File: src/rtl/snake_pkg.sv
// Shared geometry, FSM encoding and pixel indexing for the snake LED matrix.
package snake_pkg;
    localparam int COLS  = 16;
    localparam int ROWS  = 8;
    localparam int X_W   = 4;
    localparam int Y_W   = 3;
    localparam int PIX_W = COLS * ROWS;
    localparam int IDX_W = $clog2(PIX_W);

    typedef enum logic [2:0] {
        ST_IDLE    = 3'd0,
        ST_CLEAR   = 3'd1,
        ST_DRAW    = 3'd2,
        ST_FOOD    = 3'd3,
        ST_PUBLISH = 3'd4
    } state_t;

    // Row-major bit index; no wrap-around, callers gate with in_range().
    function automatic logic [IDX_W-1:0] pix_idx(input logic [X_W-1:0] x,
                                                 input logic [Y_W-1:0] y);
        pix_idx = IDX_W'(y) * IDX_W'(COLS) + IDX_W'(x);
    endfunction

    function automatic logic in_range(input logic [X_W-1:0] x,
                                      input logic [Y_W-1:0] y);
        in_range = (int'(x) < COLS) && (int'(y) < ROWS);
    endfunction
endpackage

File: src/rtl/frame_writer.sv
// Renders one snake frame into a back buffer and publishes it to the display driver,
// reporting collision, food hit and overflow from the rendered frame.
module frame_writer
    import snake_pkg::*;
#(
    parameter int MAX_SEGS = 128
) (
    input  logic             clk,
    input  logic             aclr,
    input  logic             frame_start,
    input  logic             seg_valid,
    output logic             seg_ready,
    input  logic [X_W-1:0]   seg_x,
    input  logic [Y_W-1:0]   seg_y,
    input  logic             seg_last,
    input  logic             food_en,
    input  logic [X_W-1:0]   food_x,
    input  logic [Y_W-1:0]   food_y,
    output logic [PIX_W-1:0] pixelReg,
    output logic             frame_done,
    output logic             busy,
    output logic             collision,
    output logic             food_hit,
    output logic             overflow,
    output state_t           dbg_state
);
    localparam int CNT_W = $clog2(MAX_SEGS + 1);

    // Handshake: a segment beat transfers on a rising edge where seg_valid and
    // seg_ready are both high; seg_ready is high only in DRAW and never depends on seg_valid.
    state_t             r_state;
    logic [PIX_W-1:0]   r_back;
    logic [PIX_W-1:0]   r_pixel;
    logic               r_frame_done, r_busy, r_seg_ready;
    logic               r_coll, r_food_hit, r_ovf;
    logic               r_coll_acc, r_hit_acc, r_ovf_acc, r_head;
    logic [CNT_W-1:0]   r_seg_cnt;
    logic               r_food_en_l;
    logic [X_W-1:0]     r_food_x_l;
    logic [Y_W-1:0]     r_food_y_l;

    logic               w_accept, w_seg_in, w_food_in, w_is_food;
    logic [IDX_W-1:0]   w_seg_idx, w_food_idx;

    assign w_accept   = seg_valid & r_seg_ready;
    assign w_seg_in   = in_range(seg_x, seg_y);
    assign w_seg_idx  = pix_idx(seg_x, seg_y);
    assign w_food_in  = in_range(r_food_x_l, r_food_y_l);
    assign w_food_idx = pix_idx(r_food_x_l, r_food_y_l);
    assign w_is_food  = r_food_en_l && (seg_x == r_food_x_l) && (seg_y == r_food_y_l);

    always_ff @(posedge clk or negedge aclr) begin
        if (!aclr) begin
            r_state      <= ST_IDLE;
            r_back       <= '0;
            r_pixel      <= '0;
            r_frame_done <= 1'b0;
            r_busy       <= 1'b0;
            r_seg_ready  <= 1'b0;
            r_coll       <= 1'b0;
            r_food_hit   <= 1'b0;
            r_ovf        <= 1'b0;
            r_coll_acc   <= 1'b0;
            r_hit_acc    <= 1'b0;
            r_ovf_acc    <= 1'b0;
            r_head       <= 1'b0;
            r_seg_cnt    <= '0;
            r_food_en_l  <= 1'b0;
            r_food_x_l   <= '0;
            r_food_y_l   <= '0;
        end else begin
            r_frame_done <= 1'b0;
            case (r_state)
                ST_IDLE: begin
                    if (frame_start) begin
                        r_state <= ST_CLEAR;
                        r_busy  <= 1'b1;
                    end
                end
                ST_CLEAR: begin
                    r_back      <= '0;
                    r_food_en_l <= food_en;
                    r_food_x_l  <= food_x;
                    r_food_y_l  <= food_y;
                    r_coll_acc  <= 1'b0;
                    r_hit_acc   <= 1'b0;
                    r_ovf_acc   <= 1'b0;
                    r_seg_cnt   <= '0;
                    r_head      <= 1'b1;
                    r_seg_ready <= 1'b1;
                    r_state     <= ST_DRAW;
                end
                ST_DRAW: begin
                    if (w_accept) begin
                        if (w_seg_in) begin
                            if (r_back[w_seg_idx]) r_coll_acc <= 1'b1;
                            r_back[w_seg_idx] <= 1'b1;
                        end
                        // Only the first beat of a frame is the head.
                        if (r_head) begin
                            r_hit_acc <= w_is_food;
                            r_head    <= 1'b0;
                        end
                        r_seg_cnt <= r_seg_cnt + CNT_W'(1);
                        if (seg_last) begin
                            r_seg_ready <= 1'b0;
                            r_state     <= ST_FOOD;
                        end else if (r_seg_cnt == CNT_W'(MAX_SEGS - 1)) begin
                            r_ovf_acc   <= 1'b1;
                            r_seg_ready <= 1'b0;
                            r_state     <= ST_FOOD;
                        end
                    end
                end
                ST_FOOD: begin
                    if (r_food_en_l && w_food_in) r_back[w_food_idx] <= 1'b1;
                    r_state <= ST_PUBLISH;
                end
                ST_PUBLISH: begin
                    r_pixel      <= r_back;
                    r_coll       <= r_coll_acc;
                    r_food_hit   <= r_hit_acc;
                    r_ovf        <= r_ovf_acc;
                    r_frame_done <= 1'b1;
                    r_busy       <= 1'b0;
                    r_state      <= ST_IDLE;
                end
                default: begin
                    r_state     <= ST_IDLE;
                    r_busy      <= 1'b0;
                    r_seg_ready <= 1'b0;
                end
            endcase
        end
    end

    assign seg_ready  = r_seg_ready;
    assign pixelReg   = r_pixel;
    assign frame_done = r_frame_done;
    assign busy       = r_busy;
    assign collision  = r_coll;
    assign food_hit   = r_food_hit;
    assign overflow   = r_ovf;
    assign dbg_state  = r_state;
endmodule

File: config.mk
export PLATFORM = sky130hd
export DESIGN_NAME = frame_writer
export DESIGN_NICKNAME = d
export VERILOG_FILES = /design/src/rtl/snake_pkg.sv /design/src/rtl/frame_writer.sv
export SDC_FILE = /design/constraint.sdc
export NUM_CORES = 1
export LEC_CHECK = 0
export ABC_CLOCK_PERIOD_IN_PS = 2400
export BUFFER_PORTS_ARGS = -buffer_cell sky130_fd_sc_hd__buf_2
export CAP_MARGIN = 10
export CORE_MARGIN = 2
export CORE_UTILIZATION = 50
export CTS_BUF_LIST = sky130_fd_sc_hd__clkbuf_2 sky130_fd_sc_hd__clkbuf_4 sky130_fd_sc_hd__clkbuf_8
export DETAILED_ROUTE_END_ITERATION = 8
export GPL_ROUTABILITY_DRIVEN = 0
export HOLD_SLACK_MARGIN = 0.05
export PLACE_DENSITY = 0.7
export SKIP_CTS_REPAIR_TIMING = 1
export SLEW_MARGIN = 30
export SYNTH_ARGS = -nofsm -noshare
export SYNTH_HDL_FRONTEND = slang
export SYNTH_SLANG_ARGS = --single-unit
File: constraint.sdc
create_clock -name clk -period 2.4 [get_ports clk]
set_input_delay 0.24 -clock clk [delete_from_list [all_inputs] [get_ports clk]]
set_output_delay 0.24 -clock clk [all_outputs]
set_load 0.05 [all_outputs]
## After elaboration in Yosys (flattened, before gate mapping)

Cells that the tools add are included.

| word-level totals | value |
|---|---|
| output and inout bits | 137 |
| flip-flop bits (word level) | 285 |
| input port bits | 20 |

| operators by class | value |
|---|---|
| bitwise gates (word level) | 5 |
| magnitude comparators | 4 |
| add/sub/neg operators | 3 |
| eq/ne operators | 15 |
| reductions and logical operators | 17 |
| mux-type cells | 35 |

Operator list:

| cell | count |
|---|---|
| case mux 128 bit (3 select lines) | 1 |
| 2-to-1 mux 128 bit | 2 |
| bitwise OR 128 bit | 2 |
| < comparator 7 x 8 -> 1 bit (second input constant) | 2 |
| 2-to-1 mux 1 bit | 16 |
| case mux 8 bit (2 select lines) | 1 |
| AND reduction 3 bit | 5 |
| adder 7 x 4 -> 7 bit | 2 |
| demux 1 bit (select 7 bit) | 2 |
| >= comparator 7 x 1 -> 1 bit (second input constant) | 2 |
| != test 2 bit (second input constant) | 7 |
| 2-to-1 mux 3 bit | 4 |
| case mux 3 bit (4 select lines) | 1 |
| case mux 1 bit (2 select lines) | 5 |
| adder 8 x 1 -> 8 bit (second input constant) | 1 |
| equality test 8 x 7 -> 1 bit (second input constant) | 1 |
| 2-to-1 mux 8 bit | 1 |
| binary-select mux 1 bit (select 7 bit) | 1 |
| equality test 3 x 2 -> 1 bit (second input constant) | 2 |
| OR reduction 3 bit | 2 |
| equality test 4 bit | 1 |
| logical AND 1 bit | 4 |
| AND reduction 2 bit | 2 |
| AND reduction 4 bit | 1 |
| other kinds (10) | 11 |

## Depth between registers and ports, before layout

Gate-level depths: netlist of the first run.

| logic depth | value |
|---|---|
| depth after elaboration | 8 |
| gate-level depth with buffers | 9 |

## Least setup slack after synthesis of the first run

No wires, ideal clock.

| timing path | value |
|---|---|
| path kind | reg2reg |
| start | register r_state[0], in the netlist dbg_state[0] |
| end | register r_pixel[0], in the netlist pixelReg[0] |
| required time | 2.275 ns |
| buffers on the path | 4 |
| setup time | 0.125 ns |
| slack | 0.169 ns |
| stages on the path, launching flop included | 8 |
| data arrival time | 2.106 ns |
| cell sequence | dfrtp_1 > clkbuf_1 > nor2_1 > and2_1 > clkbuf_1 > clkbuf_1 > buf_2 > mux2_2 |

| between the ends | value |
|---|---|
| word-level cells in the longest chain between the ends | 1 |

RTL lines:

| element | RTL line | RTL |
|---|---|---|
| start, declared | frame_writer.sv:31 | `state_t r_state;` |
| start signal, assigned | frame_writer.sv:54 | `r_state <= ST_IDLE;` |
| start signal, assigned | frame_writer.sv:76 | `r_state <= ST_CLEAR;` |
| start signal, assigned | frame_writer.sv:91 | `r_state <= ST_DRAW;` |
| equality test 3 bit | frame_writer.sv:73 | `case (r_state)` |
| end signal, assigned | frame_writer.sv:120 | `r_pixel <= r_back;` |
| end, declared | frame_writer.sv:33 | `logic [PIX_W-1:0] r_pixel;` |

Every way passes these cells.
A chain may end at the register's enable or synchronous reset.

## Worst setup path in the final report of the first run

| timing path | value |
|---|---|
| start | register r_state[0], in the netlist dbg_state[0] |
| end | register r_back[2] |

| between the ends | value |
|---|---|
| word-level cells in the longest chain between the ends | 3 |
| elaborated cells between the ends (all ways) | 8 |
| those cells by class | eq/ne (5); mux (1); reduce/logical (2) |

RTL lines:

| element | RTL line | RTL |
|---|---|---|
| equality test 3 x 2 -> 1 bit or equality test 3 x 1 -> 1 bit (tied branches) | frame_writer.sv:73 |  |
| != test 2 bit (no line) or nonzero test 3 bit (tied branches) | n/a |  |
| AND reduction 3 bit (no line) | n/a |  |
| end signal, assigned | frame_writer.sv:81 | `r_back <= '0;` |
| end signal, assigned by index | frame_writer.sv:97 | `r_back[w_seg_idx] <= 1'b1;` |
| end signal, assigned by index | frame_writer.sv:116 | `if (r_food_en_l && w_food_in) r_back[w_food_idx] <= 1'b1;` |
| end, declared | frame_writer.sv:32 | `logic [PIX_W-1:0] r_back;` |

Parallel ways exist; a longest one is shown, timed or not.

==> load_flow_metrics.sql, run 1 <==
INSERT INTO impl_metrics (metric_group, metric, value, unit) VALUES
('run_status', 'status', 'completed', ''),
('synth', 'number_of_flops_mapped_to_enable_cells_by_yosys', '0', ''),
('cells_and_area', 'stdcell_count', '1748', ''),
('cts', 'cts-buffers-inserted', '47', ''),
('cts', 'cts.sinks', '285', ''),
('timing', 'hold_violations', '0', ''),
('timing', 'finalCritPeriodShare', '88.91', '%'),
('floorplanning', 'io_pins', '157', ''),
('detailed_routing', 'wirelength', '37.68', 'mm'),
('floorplanning', 'chipWidth', '164.7', 'µm'),
('global_route', 'grt_first_pass_wirelength', '58.63', 'mm'),
('cells_and_area', 'antenna-diode-count', '0', ''),
('cts', 'worst_skew_pair.late_latency', '0.58', 'ns'),
('floorplanning', 'die_boundary_height', '164.7', 'µm'),
('placed_design', 'port_buffers', '156', ''),
('worst_setup_path', 'crit_fanout', '10', ''),
('worst_setup_path', 'reg2reg_slack', '0.27', 'ns'),
('synth', 'ys_seq_area_share', '55.26', '%'),
('cts', 'clk_path_buf_depth', '3', ''),
('power', 'proportion_of_power_drawn_by_flip_flops_and_latches', '38.8', '%'),
('power', 'leakage_dissipation', '7.735', 'nW'),
('power', 'p_sw_share', '39.38', '%'),
('worst_setup_path', 'end_kind', 'register', ''),
('power', 'totalPowerFinal', '15.78', 'mW'),
('timing', 'final.setup.tns', '0', 'ns'),
('synth', 'postSynthCellCount', '1192', ''),
('synth', 'synthFlopType', 'sky130_fd_sc_hd__dfrtp_1', ''),
('synth', 'fraction_of_synthesized_cell_area_taken_by_the_top_area_cell_type', '55.26', '%'),
('worst_setup_path', 'arrival', '2.63', 'ns'),
('global_route', 'antenna_violations_before_repair', '0', ''),
('placed_design', 'placedCellCount', '1654', ''),
('min_path', 'hold_end', 'dbg_state[0]', ''),
('cells_and_area', 'design.final.nets', '1405', ''),
('worst_setup_path', 'critPathLaunchType', 'register', ''),
('min_path', 'timing.hold.worst.start', 'seg_valid', ''),
('timing', 'setup_viol_count_final', '0', ''),
('power', 'power.internal', '9.567', 'mW'),
('detailed_routing', 'initialDrtViolationCount', '1106', ''),
('global_route', 'grt.total_usage', '27.94', '%'),
('floorplanning', 'total_die_area', '0.02711', 'mm²'),
('synth', 'ys_seq_elements', '285', ''),
('cts', 'root_buffer', 'sky130_fd_sc_hd__clkbuf_8', ''),
('placed_design', 'hpwl', '24.93', 'mm'),
('timing', 'finalClockSkew', '0.02905', 'ns'),
('cts', 'cts_tree', 'built', ''),
('power', 'total_switching_power', '6.214', 'mW'),
('floorplanning', 'rows', '58', ''),
('detailed_routing', 'viasPerCell', '6.100', ''),
('detailed_routing', 'vias', '10660', ''),
('global_route', 'grt_remaining_overflow', '0', ''),
('synth', 'synth_async_sr_flop_share', '100.0', '%'),
('timing', 'period_minus_slack', '2.134', 'ns'),
('timing', 'maxClockFrequency', '468.6', 'MHz'),
('power', 'worst_ir_drop_vdd', '0.001104', 'V'),
('synth', 'syn_nets', '1213', ''),
('cells_and_area', 'layout_cell_share_with_drive_strength_beyond_1', '32.37', '%'),
('timing', 'grt_setup_unrepaired', 'false', ''),
('floorplanning', 'design.core.area', '0.02525', 'mm²'),
('synth', 'post_synth_main_area_contributors', 'sky130_fd_sc_hd__dfrtp_1 55%, sky130_fd_sc_hd__mux2_2 12%, sky130_fd_sc_hd__o22ai_1 6.6%', ''),
('synth', 'avgSynthCellArea', '10.83', 'µm²'),
('timing', 'timing_max_transition_violations_final', '0', ''),
('worst_setup_path', 'crit_required', '2.90', 'ns'),
('synth', 'syn_area', '0.01291', 'mm²'),
('floorplanning', 'initial_utilization', '51.10', '%'),
('global_route', 'grt_max_degree', '78', ''),
('cells_and_area', 'fill_cells', '2088', ''),
('cells_and_area', 'area_delta_synth_final', '20.43', '%'),
('power', 'power_density', '1015', 'mW/mm²'),
('worst_setup_path', 'r2r_end', 'r_back[2]', ''),
('job', 'max-cap-violations', '0', ''),
('placed_design', 'standard_cell_area_after_detailed_placement', '0.01441', 'mm²');
==> metrics by stage <==
stage,setup WS [ns],util [%]
floorplan,0.1693,-
global placement,0.2357,57.06
detailed placement,0.1395,57.06
CTS,0.3210,61.11
global route,0.1535,61.54
finish,0.2660,61.54
==> worst max-delay path by stage <==
stage	startpoint	end	slack, ns	cells after the start
floorplan	dbg_state[0]	pixelReg[0]	0.17	7
global placement	seg_x[1]	r_coll_acc	0.24	5
detailed placement	seg_x[1]	r_coll_acc	0.14	5
CTS	r_back[98]	r_coll_acc	0.32	4
global route	dbg_state[0]	r_back[114]	0.15	8
finish	dbg_state[0]	r_back[2]	0.27	8
==> Yosys cell counts (all sizes together), types with 4 or more instances <==
cell type / count
a21oi: 133
buf: 33
clkbuf: 62
dfrtp: 285
inv: 5
mux2: 134
mux2i: 45
mux4: 10
nand2: 72
nand2b: 5
nand3: 26
nand3b: 5
nand4: 9
nor2: 151
nor2b: 14
o21ai: 17
o22ai: 137
or2: 4
or3: 4
xnor2: 4
xor2: 8
==> worst max-delay path: stages (launching register included) <==
cell and delay, ns:
sky130_fd_sc_hd__dfrtp_1 0.48, sky130_fd_sc_hd__nand3b_1 0.18, sky130_fd_sc_hd__inv_2 0.11, sky130_fd_sc_hd__nor2_1 0.29, sky130_fd_sc_hd__nand2_1 0.31, sky130_fd_sc_hd__buf_4 0.29
sky130_fd_sc_hd__o22ai_1 0.18, sky130_fd_sc_hd__a21oi_1 0.11, sky130_fd_sc_hd__nor2_1 0.11
==> layout by cell type (no fill, tap or decap), types with 2 or more instances in the layout <==
master | netlist | final
sky130_fd_sc_hd__a21oi_1 | 133 | 133
sky130_fd_sc_hd__a22oi_1 | 3 | 3
sky130_fd_sc_hd__a41oi_1 | 3 | 3
sky130_fd_sc_hd__buf_12 | 0 | 12
sky130_fd_sc_hd__buf_2 | 19 | 155
sky130_fd_sc_hd__buf_4 | 3 | 59
sky130_fd_sc_hd__bufinv_16 | 0 | 2
sky130_fd_sc_hd__clkbuf_4 | 0 | 16
sky130_fd_sc_hd__clkbuf_8 | 0 | 58
sky130_fd_sc_hd__clkinv_2 | 0 | 4
sky130_fd_sc_hd__dfrtp_1 | 285 | 285
sky130_fd_sc_hd__dlygate4sd3_1 | 0 | 11
sky130_fd_sc_hd__inv_1 | 4 | 4
sky130_fd_sc_hd__inv_6 | 0 | 2
sky130_fd_sc_hd__mux2_2 | 133 | 133
sky130_fd_sc_hd__mux2i_1 | 45 | 45
sky130_fd_sc_hd__mux4_2 | 10 | 10
sky130_fd_sc_hd__nand2_1 | 72 | 72
sky130_fd_sc_hd__nand2b_1 | 5 | 5
sky130_fd_sc_hd__nand3_1 | 26 | 26
sky130_fd_sc_hd__nand3b_1 | 5 | 5
sky130_fd_sc_hd__nand4_1 | 9 | 9
sky130_fd_sc_hd__nor2_1 | 151 | 150
sky130_fd_sc_hd__nor2b_1 | 14 | 14
sky130_fd_sc_hd__nor4_1 | 3 | 3
sky130_fd_sc_hd__o2111ai_1 | 2 | 2
sky130_fd_sc_hd__o21ai_0 | 16 | 16
sky130_fd_sc_hd__o22ai_1 | 137 | 137
sky130_fd_sc_hd__o32ai_1 | 3 | 3
sky130_fd_sc_hd__or2_1 | 3 | 3
sky130_fd_sc_hd__or3_1 | 4 | 4
sky130_fd_sc_hd__xnor2_1 | 4 | 4
sky130_fd_sc_hd__xor2_1 | 8 | 8
==> per-layer routing <==
metal  track usage (%)  wire (µm)
met1             39.65      15450
met2             41.25      16670
met3             6.580       4081
met4             12.06       1479
met5                 0          0
==> cell families after synthesis <==
logic type | share of synthesized area (%)
AO/OA/AOI/OAI | 13.55
AND/OR/NAND/NOR | 10.11
flip-flops | 55.26
multiplexers | 16.93
buffers and inverters | 3.238
XOR/XNOR | 0.8143
adder cells (fa/ha/maj) | 0.09693
==> registers in the layout, summed over array words and instances (netlist names), 3 cells and up <==
register,count
pixelReg,128
r_back,128
r_seg_cnt,8
r_food_x_l,4
dbg_state,3
r_food_y_l,3
==> power by group through the flow <==
stage / Clock (mW) / Sequential (mW) / Combinational, mW
2_1_floorplan: 0 / 7.19 / 2.43
3_3_place_gp: 0 / 6.17 / 4.93
3_5_place_dp: 0 / 6.18 / 5.00
4_1_cts: 4.67 / 6.10 / 5.01
5_1_grt: 4.88 / 6.21 / 5.39
6_report: 4.59 / 6.12 / 5.06
==> final cells by class <==
type                       count  area, µm²  share of cell area, %
clock buffer                  74      918.4                  5.909
inverter                       5      18.77                 0.1208
tap                          330      412.9                  2.657
sequential                   285       7132                  45.89
multi-input combinational    807       5371                  34.56
clock inverter                 9      105.1                 0.6762
timing repair buffer         238       1584                  10.19
(Power assumes the default switching activity.)
==> run 2: changes to the inputs <==
--- a/config.mk
+++ b/config.mk
@@ -5,6 +5,7 @@
 export SDC_FILE = /design/constraint.sdc
 export NUM_CORES = 1
 export LEC_CHECK = 0
+export ABC_AREA = 1
 export ABC_CLOCK_PERIOD_IN_PS = 2400
 export BUFFER_PORTS_ARGS = -buffer_cell sky130_fd_sc_hd__buf_2
 export CAP_MARGIN = 10
@@ -13,7 +14,7 @@
 export CTS_BUF_LIST = sky130_fd_sc_hd__clkbuf_2 sky130_fd_sc_hd__clkbuf_4 sky130_fd_sc_hd__clkbuf_8
 export DETAILED_ROUTE_END_ITERATION = 8
 export GPL_ROUTABILITY_DRIVEN = 0
-export HOLD_SLACK_MARGIN = 0.05
+export HOLD_SLACK_MARGIN = 0.08
 export PLACE_DENSITY = 0.7
 export SKIP_CTS_REPAIR_TIMING = 1
 export SLEW_MARGIN = 30
==> run 2 against run 1 <==
  * Hold slack better by 0.0047 ns
  * Sequential cell count is the same
  * Clock power about the same
  * Synthesized area rose by 7.6%
  * First-iteration DRC count is 43% higher
  * Combinational power rose by 130%
  * Total power grew 51%
  * Final cell count grew 32%
  * Sequential power rose by 24%
  * Utilization down 2.4 points
  * Clock-buffer cell count shrank 3
  * Critical path type unchanged
  * Highest routed layer unchanged
==> load_flow_metrics.sql, run 2 <==
INSERT INTO impl_metrics (metric_group, metric, value, unit) VALUES
('floorplanning', 'total_die_area', '0.02912', 'mm²'),
('power', 'leakage_dissipation', '7.794', 'nW'),
('synth', 'post_synth_main_area_contributors', 'sky130_fd_sc_hd__dfrtp_1 51%, sky130_fd_sc_hd__o21ai_0 13%, sky130_fd_sc_hd__nand2_1 9.4%', ''),
('global_route', 'grt_remaining_overflow', '0', ''),
('cells_and_area', 'design.final.nets', '1910', ''),
('worst_setup_path', 'arrival', '2.69', 'ns'),
('synth', 'avgSynthCellArea', '7.993', 'µm²'),
('timing', 'timing_worst_slew_pin_value', '0.9076', 'ns'),
('floorplanning', 'io_pins', '157', ''),
('detailed_routing', 'firstDrtPassIters', '6', ''),
('synth', 'yosys.cell_types.count', '33', ''),
('power', 'worst_ir_drop_vdd', '0.001054', 'V'),
('detailed_routing', 'detail-route-antenna-nets', '0', ''),
('job', 'max-cap-violations', '0', ''),
('cts', 'htreeDepth', '2', ''),
('synth', 'postSynthCellCount', '1737', ''),
('worst_setup_path', 'end_kind', 'register', ''),
('placed_design', 'port_buffers', '156', ''),
('cells_and_area', 'regArea', '0.007132', 'mm²'),
('timing', 'hold_violations', '0', ''),
('timing', 'slew_headroom', '39.43', '%'),
('global_route', 'grt_first_pass_wirelength', '66.41', 'mm'),
('placed_design', 'standard_cell_area_after_detailed_placement', '0.01517', 'mm²'),
('cells_and_area', 'layout_cell_share_with_drive_strength_beyond_1', '16.66', '%'),
('detailed_routing', 'drc', '0', ''),
('floorplanning', 'design.core.area', '0.02755', 'mm²'),
('cells_and_area', 'most-common-layout-cells', '349 x sky130_fd_sc_hd__nand2_1, 349 x sky130_fd_sc_hd__o21ai_0, 285 x sky130_fd_sc_hd__dfrtp_1', ''),
('timing', 'final.setup.tns', '0', 'ns'),
('cts', 'cts_tree', 'built', ''),
('synth', 'yosysWarningCount', '0', ''),
('placed_design', 'hpwl', '27.64', 'mm'),
('worst_setup_path', 'criticalPathCategory', 'register to register', ''),
('floorplanning', 'chipWidth', '170.6', 'µm'),
('floorplanning', 'initial_utilization', '50.39', '%'),
('timing', 'period_minus_slack', '2.253', 'ns'),
('synth', 'fraction_of_synthesized_cell_area_taken_by_the_top_area_cell_type', '51.37', '%'),
('timing', 'maxClockFrequency', '443.8', 'MHz'),
('cts', 'clk_pin_slew_worst_paths', '0.07', 'ns'),
('placed_design', 'placedCellCount', '2207', ''),
('cts', 'root_buffer', 'sky130_fd_sc_hd__clkbuf_8', ''),
('cts', 'worst_skew_pair.late_latency', '0.57', 'ns'),
('detailed_routing', 'vias', '13060', ''),
('global_route', 'number_of_global_route_vias_before_repair', '12190', ''),
('global_route', 'antenna_violations_before_repair', '2', ''),
('global_route', 'grt.total_usage', '29.14', '%'),
('synth', 'syn_area', '0.01388', 'mm²'),
('cells_and_area', 'design_area', '0.01630', 'mm²'),
('worst_setup_path', 'critPathLaunchType', 'register', ''),
('detailed_routing', 'viasPerCell', '5.675', ''),
('worst_setup_path', 'crit_fanout', '88', ''),
('global_route', 'grt_max_degree', '126', ''),
('synth', 'synth_async_sr_flop_share', '100.0', '%'),
('detailed_routing', 'wirelength', '42.53', 'mm'),
('cells_and_area', 'area_delta_synth_final', '17.39', '%'),
('power', 'power_density', '1463', 'mW/mm²'),
('cells_and_area', 'fill_cells', '2512', ''),
('synth', 'netlist.top_cell.by_area', 'sky130_fd_sc_hd__dfrtp_1', ''),
('detailed_routing', 'detail_route.wl_per_cell', '18.48', 'µm'),
('timing', 'setup_viol_count_final', '0', ''),
('cts', 'clk_path_buf_depth', '3', ''),
('detailed_routing', 'initialDrtViolationCount', '1581', ''),
('floorplanning', 'die_boundary_height', '170.6', 'µm'),
('floorplanning', 'rows', '61', ''),
('worst_setup_path', 'crit_required', '2.83', 'ns'),
('cells_and_area', 'area_of_the_multi_input_gates', '0.005472', 'mm²'),
('min_path', 'hold_path_class', 'primary input to register', ''),
('cts', 'cts-buffers-inserted', '47', ''),
('timing', 'grt_setup_unrepaired', 'false', ''),
('synth', 'ys_seq_area_share', '51.37', '%'),
('cells_and_area', 'stdcell_count', '2301', ''),
('run_status', 'status', 'completed', ''),
('synth', 'post_synth_most_frequent_cells', '349 x sky130_fd_sc_hd__nand2_1, 349 x sky130_fd_sc_hd__o21ai_0, 285 x sky130_fd_sc_hd__dfrtp_1', ''),
('power', 'totalPowerFinal', '23.84', 'mW'),
('timing', 'timing_max_transition_violations_final', '0', ''),
('synth', 'ys_seq_elements', '285', ''),
('timing', 'finalCritPeriodShare', '93.89', '%'),
('synth', 'syn_nets', '1758', ''),
('synth', 'number_of_flops_mapped_to_enable_cells_by_yosys', '0', ''),
('timing', 'finalClockSkew', '0.01779', 'ns'),
('synth', 'synthFlopType', 'sky130_fd_sc_hd__dfrtp_1', ''),
('timing', 'smallest_hold_slack', '0.1350', 'ns'),
('cts', 'cts.sinks', '285', '');
## run 2: cell count changes after synthesis, sizes merged, moves of 14 or more
cell    change
inv       +182
mux2i      -44
nand2     +277
o211ai     +33
mux2      -134
nand3     +129
o22ai     -118
nor2b      -14
nor2       -98
o21ai     +360
clkbuf     +23
## run 2: per-layer routing
layer	up-vias	track usage (%)	wire [µm]
li1	6088	-	-
met4	0	11.85	1629
met1	6159	40.69	17690
met5	-	0	0
met3	147	6.199	4150
met2	664	44.39	19060
## run 2: final cells by class
cell class / instances / share of cell area, %
diodes: 2 / 0.03071
clock buffers: 71 / 5.765
clock inverters: 10 / 0.4759
inverters: 187 / 4.352
multi-input cells: 1144 / 33.57
flip-flops and latches: 285 / 43.76
well taps: 378 / 2.902
repair buffers: 224 / 9.150
## run 2: kinds of logic (layout without fill, tap and decap cells)
group           Yosys count  after routing  share of synthesized area, %
compound gates          572            572                         21.66
simple gates            567            567                         17.39
buf+inv                 308            492                         9.228
flops                   285            285                         51.37
xor+xnor                  3              3                        0.1893
fa+ha+maj                 1              1                       0.09010
mux                       1              1                       0.07209
other cells               0              2                             0
## run 2: final timing paths
check / start / to / slack (ns) / cells after the start
worst max-delay path: dbg_state[2] / r_back[38] / 0.15 / 5
worst min register to register: pixelReg[10] / pixelReg[10] / 0.47 / 2
max in group asynchronous: aclr / r_seg_cnt[6] / 1.36 / 3
worst max register to register: dbg_state[2] / r_back[38] / 0.15 / 5
min in group asynchronous: aclr / pixelReg[5] / 0.26 / 2
worst min-delay path: seg_valid / r_seg_cnt[0] / 0.13 / 5
## run 2: stage by stage
| step | setup WS, ns | util, % |
|---|---|---|
| after global placement | 0.3144 | 55.05 |
| after global routing | 0.04465 | 59.14 |
| after detailed placement | 0.2490 | 55.05 |
| after floorplan | 0.4105 | - |
| after CTS | 0.2262 | 58.74 |
| final | 0.1466 | 59.16 |
## run 2: power by group
part / total, mW / internal (mW) / switching, mW / leakage [nW]
combinational: 11.7 / 2.72 / 8.99 / 3.44
clock: 4.56 / 2.60 / 1.97 / 0.541
sequential: 7.57 / 6.61 / 0.962 / 3.82
total: 23.8 / 11.9 / 11.9 / 7.79
## run 2: critical path: stages (launching register included)
cell and delay [ns]:
sky130_fd_sc_hd__dfrtp_1 0.47, sky130_fd_sc_hd__nor3_4 0.47, sky130_fd_sc_hd__buf_4 0.69, sky130_fd_sc_hd__o21ai_0 0.20
sky130_fd_sc_hd__nand3_1 0.16, sky130_fd_sc_hd__a21oi_1 0.08
